$ cat src/rtl/dma_sched_pkg.sv
// dma_sched_pkg: shared types and constants for the DMA burst scheduler.
//   state_e     - scheduler FSM states (idle / command / data)
//   CH_NUM_DEF  - default channel count
//   calc_idw()  - channel index width, never less than 1 bit
package dma_sched_pkg;

  typedef enum logic [1:0] {
    StIdle = 2'd0,
    StCmd  = 2'd1,
    StData = 2'd2
  } state_e;

  localparam int unsigned CH_NUM_DEF = 4;

  function automatic int unsigned calc_idw(input int unsigned n);
    return (n > 1) ? $clog2(n) : 1;
  endfunction

  localparam int unsigned IDW_DEF = calc_idw(CH_NUM_DEF);

endpackage

$ cat src/rtl/dma_rr_pick.sv
// dma_rr_pick: combinational rotating-priority picker.
//   reqs  in  CH_NUM  request vector
//   ptr   in  IDW     highest-priority channel for this pick
//   grant out CH_NUM  one-hot grant (all zero when no request)
//   idx   out IDW     index of the granted channel
// CH_NUM must be a power of two so the candidate index wraps naturally.
module dma_rr_pick
  import dma_sched_pkg::*;
#(
  parameter int unsigned CH_NUM = CH_NUM_DEF,
  localparam int unsigned IDW = calc_idw(CH_NUM)
) (
  input  logic [CH_NUM-1:0] reqs,
  input  logic [IDW-1:0]    ptr,
  output logic [CH_NUM-1:0] grant,
  output logic [IDW-1:0]    idx
);

  logic           found;
  logic [IDW-1:0] cand;

  always_comb begin
    grant = '0;
    idx   = '0;
    found = 1'b0;
    cand  = '0;
    for (int unsigned i = 0; i < CH_NUM; i++) begin
      cand = ptr + IDW'(i);
      if (!found && reqs[cand]) begin
        found       = 1'b1;
        grant[cand] = 1'b1;
        idx         = cand;
      end
    end
  end

endmodule

$ cat src/rtl/dma_burst_sched.sv
// dma_burst_sched: round-robin scheduler issuing one read burst at a time
// for CH_NUM DMA channels and routing the returned beats to the owner.
//   clk, rstn                 clock (rising edge), async active-low reset
//   ch_req/ch_addr/ch_len     per-channel burst requests (len = beats-1)
//   ch_ack                    one-cycle pulse when a channel's command is taken
//   ar_valid/ar_ready/ar_*    read command channel (address, len, channel id)
//   r_valid/r_ready/r_last/r_data  read data channel
//   ch_rvalid/ch_rdata/ch_rlast    beats routed to the granted channel
//   busy                      scheduler not idle
//   err                       one-cycle pulse on length mismatch or timeout
// Optional build macro DMA_SCHED_TIMEOUT_EN: abandon a burst after TO_CYC
// consecutive data-phase cycles without a beat.
module dma_burst_sched
  import dma_sched_pkg::*;
#(
  parameter int unsigned CH_NUM = CH_NUM_DEF,
  parameter int unsigned ADDR_W = 32,
  parameter int unsigned LEN_W  = 8,
  parameter int unsigned DATA_W = 32,
  parameter int unsigned TO_CYC = 255,
  localparam int unsigned IDW = calc_idw(CH_NUM)
) (
  input  logic                     clk,
  input  logic                     rstn,
  input  logic [CH_NUM-1:0]        ch_req,
  input  logic [CH_NUM*ADDR_W-1:0] ch_addr,
  input  logic [CH_NUM*LEN_W-1:0]  ch_len,
  output logic [CH_NUM-1:0]        ch_ack,
  output logic                     ar_valid,
  input  logic                     ar_ready,
  output logic [ADDR_W-1:0]        ar_addr,
  output logic [LEN_W-1:0]         ar_len,
  output logic [IDW-1:0]           ar_id,
  input  logic                     r_valid,
  output logic                     r_ready,
  input  logic                     r_last,
  input  logic [DATA_W-1:0]        r_data,
  output logic [CH_NUM-1:0]        ch_rvalid,
  output logic [DATA_W-1:0]        ch_rdata,
  output logic                     ch_rlast,
  output logic                     busy,
  output logic                     err
);

  state_e              state_q, state_d;
  logic [IDW-1:0]      ptr_q, ptr_d;
  logic [IDW-1:0]      g_q, g_d;
  logic [ADDR_W-1:0]   addr_q, addr_d;
  logic [LEN_W-1:0]    len_q, len_d;
  logic [LEN_W-1:0]    cnt_q, cnt_d;

  logic [CH_NUM-1:0]   pick_grant;
  logic [IDW-1:0]      pick_idx;
  logic [CH_NUM-1:0]   g_oh;
  logic                ar_hs;
  logic                beat;
  logic                to_hit;
  logic                burst_end;

  dma_rr_pick #(
    .CH_NUM(CH_NUM)
  ) u_pick (
    .reqs  (ch_req),
    .ptr   (ptr_q),
    .grant (pick_grant),
    .idx   (pick_idx)
  );

  assign ar_hs     = (state_q == StCmd) && ar_ready;
  assign beat      = (state_q == StData) && r_valid;
  assign burst_end = (beat && r_last) || to_hit;

`ifdef DMA_SCHED_TIMEOUT_EN
  localparam int unsigned ToW = $clog2(TO_CYC + 1);
  logic [ToW-1:0] to_q, to_d;

  // Counts consecutive beat-less data cycles; any beat or leaving DATA clears it.
  always_comb begin
    to_d = '0;
    if ((state_q == StData) && !r_valid) to_d = to_q + 1'b1;
  end

  // Fires on the TO_CYC-th idle data cycle.
  assign to_hit = (state_q == StData) && !r_valid && (to_q == ToW'(TO_CYC - 1));

  always_ff @(posedge clk or negedge rstn) begin
    if (!rstn) to_q <= '0;
    else       to_q <= to_d;
  end
`else
  assign to_hit = 1'b0;
`endif

  // State register and datapath registers.
  always_ff @(posedge clk or negedge rstn) begin
    if (!rstn) begin
      state_q <= StIdle;
      ptr_q   <= '0;
      g_q     <= '0;
      addr_q  <= '0;
      len_q   <= '0;
      cnt_q   <= '0;
    end else begin
      state_q <= state_d;
      ptr_q   <= ptr_d;
      g_q     <= g_d;
      addr_q  <= addr_d;
      len_q   <= len_d;
      cnt_q   <= cnt_d;
    end
  end

  // Next-state logic.
  always_comb begin
    state_d = state_q;
    unique case (state_q)
      StIdle:  if (|pick_grant) state_d = StCmd;
      StCmd:   if (ar_ready) state_d = StData;
      StData:  if (burst_end) state_d = StIdle;
      default: state_d = StIdle;
    endcase
  end

  // Datapath next values.
  always_comb begin
    ptr_d  = ptr_q;
    g_d    = g_q;
    addr_d = addr_q;
    len_d  = len_q;
    cnt_d  = cnt_q;
    if ((state_q == StIdle) && (|pick_grant)) begin
      g_d    = pick_idx;
      addr_d = ch_addr[pick_idx*ADDR_W +: ADDR_W];
      len_d  = ch_len[pick_idx*LEN_W +: LEN_W];
    end
    if (ar_hs) cnt_d = len_q;
    // Saturate at zero so an over-long burst does not wrap the counter.
    if (beat && (cnt_q != '0)) cnt_d = cnt_q - 1'b1;
    if (burst_end) ptr_d = g_q + 1'b1;
  end

  always_comb begin
    g_oh      = '0;
    g_oh[g_q] = 1'b1;
  end

  // Outputs.
  always_comb begin
    ar_valid  = (state_q == StCmd);
    ar_addr   = addr_q;
    ar_len    = len_q;
    ar_id     = g_q;
    ch_ack    = ar_hs ? g_oh : '0;
    r_ready   = (state_q == StData);
    ch_rvalid = beat ? g_oh : '0;
    ch_rdata  = r_data;
    ch_rlast  = beat && r_last;
    busy      = (state_q != StIdle);
    // Early r_last, or a beat past the expected last one without r_last.
    err       = (beat && (r_last != (cnt_q == '0))) || to_hit;
  end

endmodule
$ cat config.mk
export PLATFORM = sky130hd
export DESIGN_NAME = dma_burst_sched
export DESIGN_NICKNAME = d
export VERILOG_FILES = /design/src/rtl/dma_sched_pkg.sv /design/src/rtl/dma_rr_pick.sv /design/src/rtl/dma_burst_sched.sv
export SDC_FILE = /design/constraint.sdc
export NUM_CORES = 1
export LEC_CHECK = 0
export BUFFER_PORTS_ARGS = -buffer_cell sky130_fd_sc_hd__clkbuf_2
export CORE_UTILIZATION = 36
export DETAILED_ROUTE_END_ITERATION = 12
export GPL_TIMING_DRIVEN = 0
export HOLD_SLACK_MARGIN = 0.15
export PLACE_DENSITY = 0.74
export SLEW_MARGIN = 5
export SYNTH_ARGS = -nofsm -noshare
export SYNTH_HDL_FRONTEND = slang
export SYNTH_SLANG_ARGS = --single-unit
$ cat constraint.sdc
create_clock -name clk -period 3.5 [get_ports clk]
set_clock_uncertainty 0.15 [all_clocks]
set_input_delay 0.525 -clock clk [delete_from_list [all_inputs] [get_ports clk]]
set_output_delay 0.525 -clock clk [all_outputs]
set_load 0.02 [all_outputs]
==> impl_metrics.py <==
metrics = {
    "place": {
        "hpwl_mm": 14.9,
        "globalplace.congestion": 0.897,
        "port-buffer-count": 253,
    },
    "cts": {
        "postCtsSetupBuffers": 0,
        "cts_htree_levels": 2,
        "clock_path_buffers": 2,
        "cts_tree": "built",
        "clock_latency_ns": 0.30,
        "clock-sinks": 54,
        "root_buffer": "clkbuf_16",
        "numCtsBuffers": 5,
        "path_clk_slew_ns": 0.08,
    },
    "floorplanning": {
        "die_h_microns": 120,
        "die_w_microns": 120,
        "dieArea_sq_um": 14300,
        "core-area_sq_um": 13400,
        "ios": 288,
        "rows": 42,
        "start_util_pct": 37.2,
    },
    "synthesis": {
        "ys_ff_latch": 54,
        "synth-edff-count": 0,
        "synthTopCellsByArea": "dfrtp_1, o21ai_0, nor3_1, a2111oi_0, o41ai_1",
        "yosysUniqueCellTypes": 46,
        "synth_largest_area_cell": "dfrtp_1",
        "synth_top_family_by_area": "simple AND/OR/NAND/NOR gates",
        "synth-simple-area-share_pct": 27.3,
        "synth_ff_type": "dfrtp_1",
        "avgSynthCellArea_sq_um": 7.67,
        "syn_inst": 650,
        "ys_warn_count": 0,
        "synthesis.nets": 863,
        "async_reset_ff_share_pct": 100,
        "synth_mux_area_share_pct": 3.16,
        "ys_seq_area_share_pct": 27.1,
        "synth_top_area_share_pct": 27.1,
        "synth_xor_area_share_pct": 0.176,
        "synthAdderAreaFrac_pct": 3.01,
        "syn_area_sq_um": 4990,
        "synth_compound_area_share_pct": 26.8,
    },
    "critical_path": {
        "critPathBufInv": 4,
        "worstPathArrival_ns": 3.34,
        "critPathTopFamily": "buffers and inverters",
        "start_kind": "flop",
        "cp_data_required_time_ns": 3.52,
        "critPathSlowestCell": "a2111oi_1",
        "crit_fanout": 10,
        "critPathCaptureType": "flop",
        "crit_chain": "clkbuf_4 -> inv_1 -> ha_4 -> mux4_2 -> nand2b_1 -> buf_6 -> clkbuf_1 -> nand4_1 -> o21ai_0 -> a2111oi_1 -> o41ai_1",
        "crit_path_max_incr_delay_ns": 0.53,
        "critical_path_class": "reg2reg",
    },
    "global_route": {
        "grt_max_degree": 55,
        "grt_use_total_pct": 27.2,
        "grt_pass1_vias": 5973,
        "grt.overflow.total": 0,
        "antenna_found_initial": 0,
        "grt_first_pass_wirelength_mm": 30.8,
    },
    "job": {
        "max_cap_violations": 0,
    },
    "min_path": {
        "hold_class": "in2async",
    },
    "timing": {
        "fin_crit_sh_pct": 95.1,
        "holdWs_ns": 0.176,
        "max_slew_margin_pct": 47.1,
        "min_period_ns": 3.33,
        "drv_slew": 0,
        "rsz0062_at_grt": "false",
        "setup_viol": 0,
        "worst_slew_pin_slew_ns": 0.793,
        "fmax_mhz": 301,
        "hold_viol_final": 0,
    },
    "status": {
        "status": "complete, no violations",
    },
    "route": {
        "antenna_left": 0,
        "wl_per_cell_microns": 18.3,
        "viasPerCell": 5.82,
        "drtIter0Drc": 481,
        "num_vias": 6321,
        "wirelength_mm": 19.9,
        "drtPass1Iterations": 5,
        "drc_errors": 0,
    },
    "power": {
        "clockPowerShare_pct": 7.8,
        "peakVddDrop_mv": 0.570,
        "intPower_mw": 2.91,
        "p_per_area_nw_per_um2": 1000,
        "p_comb_share_pct": 74.5,
        "switching_share_pct": 56.5,
        "leakage_nw": 3.01,
        "seqPwrFrac_pct": 17.7,
        "switchingPower_mw": 3.78,
    },
    "layout": {
        "syn_to_final_growth_pct": 34.0,
        "drive_above_1_share_pct": 35.7,
        "final_nets": 1122,
        "post-route-util_pct": 49.9,
        "antenna_cells": 0,
    },
}
## final timing paths
check	start	to	slack, ns	depth (start not counted)
max	ptr_q[1]	ar_addr[1]	0.17	11
min	rstn	ar_addr[29]	0.18	1
max reg2reg	ptr_q[1]	ar_addr[1]	0.17	11
min reg2reg	ar_addr[31]	ar_addr[31]	0.37	2
max in group asynchronous	rstn	ar_addr[6]	2.51	1
min in group clk	ar_ready	state_q[0]	0.35	2
## cell families after synthesis
group,count (synthesis)
AO/OA/AOI/OAI,195
XOR/XNOR,1
adder cells (fa/ha/maj),12
buffers and inverters,119
flip-flops,54
multiplexers,11
AND/OR/NAND/NOR,258
## layout make-up
| type | instances | area [sq um] |
|---|---|---|
| Sequential cell | 54 | 1350 |
| Clock buffer | 6 | 129 |
| Multi-Input combinational cell | 477 | 3080 |
| Inverter | 13 | 48.8 |
| Timing Repair Buffer | 253 | 1270 |
| Buffer | 105 | 574 |
| Clock inverter | 2 | 13.8 |
| Tap cell | 176 | 220 |
| Fill cell | 1409 | 6710 |
## sequential cells by signal, summed over array words and instances, names as in the netlist
signal	count
state_q	2
ar_addr	32
ptr_q	2
ar_id	2
cnt_q	8
ar_len	8
## layout by cell type, fill, tap and decap left out, types with 27 or more instances in the layout
master	instances
and2_1	46
buf_4	32
o21ai_0	94
nor3_1	84
dfrtp_1	54
nand2_1	54
clkbuf_1	61
nand4_1	44
clkbuf_2	254
o41ai_1	38
a2111oi_0	27
## power by group through the flow
stage | Combinational [mW] | Sequential (mW) | Clock [mW]
finish | 4.98 | 1.19 | 0.520
global route | 5.44 | 1.22 | 0.549
CTS | 4.89 | 1.18 | 0.524
detailed placement | 4.84 | 1.18 | 0
global placement | 4.77 | 1.19 | 0
floorplan | 2.99 | 1.44 | 0
## synthesized netlist by cell type (2+ instances only)
library cell,n
mux2_2,5
dfrtp_1,54
o221ai_1,2
and2_1,46
o41ai_1,39
nand2b_1,2
ha_1,12
nand3_1,4
nor2_1,5
nor3_1,84
nand4_1,44
mux2i_1,2
inv_1,13
a22oi_1,2
nor2b_1,2
buf_4,32
a2111oi_0,40
a21oi_1,6
buf_1,2
and3_1,9
buf_2,2
or3_1,2
mux4_2,3
o21ai_0,94
nand2_1,54
clkbuf_1,62
o22ai_1,3
buf_6,7
## layer usage
layer | vias up | routed length [microns] | track usage [%]
li1 | 2961 | - | -
met1 | 2971 | 8070 | 35.6
met2 | 350 | 9630 | 44.1
met3 | 39 | 1660 | 4.61
met4 | 0 | 539 | 11.1
met5 | - | 0 | 0
## through the flow
stage | setup slack [ns] | area (sq um) | setup TNS [ns] | power [mW] | std cells
4_1_cts | 0.0281 | 6640 | 0 | 6.59 | 1086
5_1_grt | 0.000350 | 6690 | 0 | 7.21 | 1086
3_5_place_dp | -0.465 | 6480 | -5.15 | 6.02 | 1079
6_report | 0.173 | 6690 | 0 | 6.69 | 1086
3_3_place_gp | -0.465 | 6470 | -3.49 | 5.95 | 1079
2_1_floorplan | 0.357 | 4990 | 0 | 4.42 | 650
## what timing repair did
action,CTS,global route
pin swaps,0,1
hold buffers,0,0
resized for setup,11,14
gates cloned,0,0
setup endpoints to repair,40,40
Note: power is estimated with default switching activity, not from simulation.
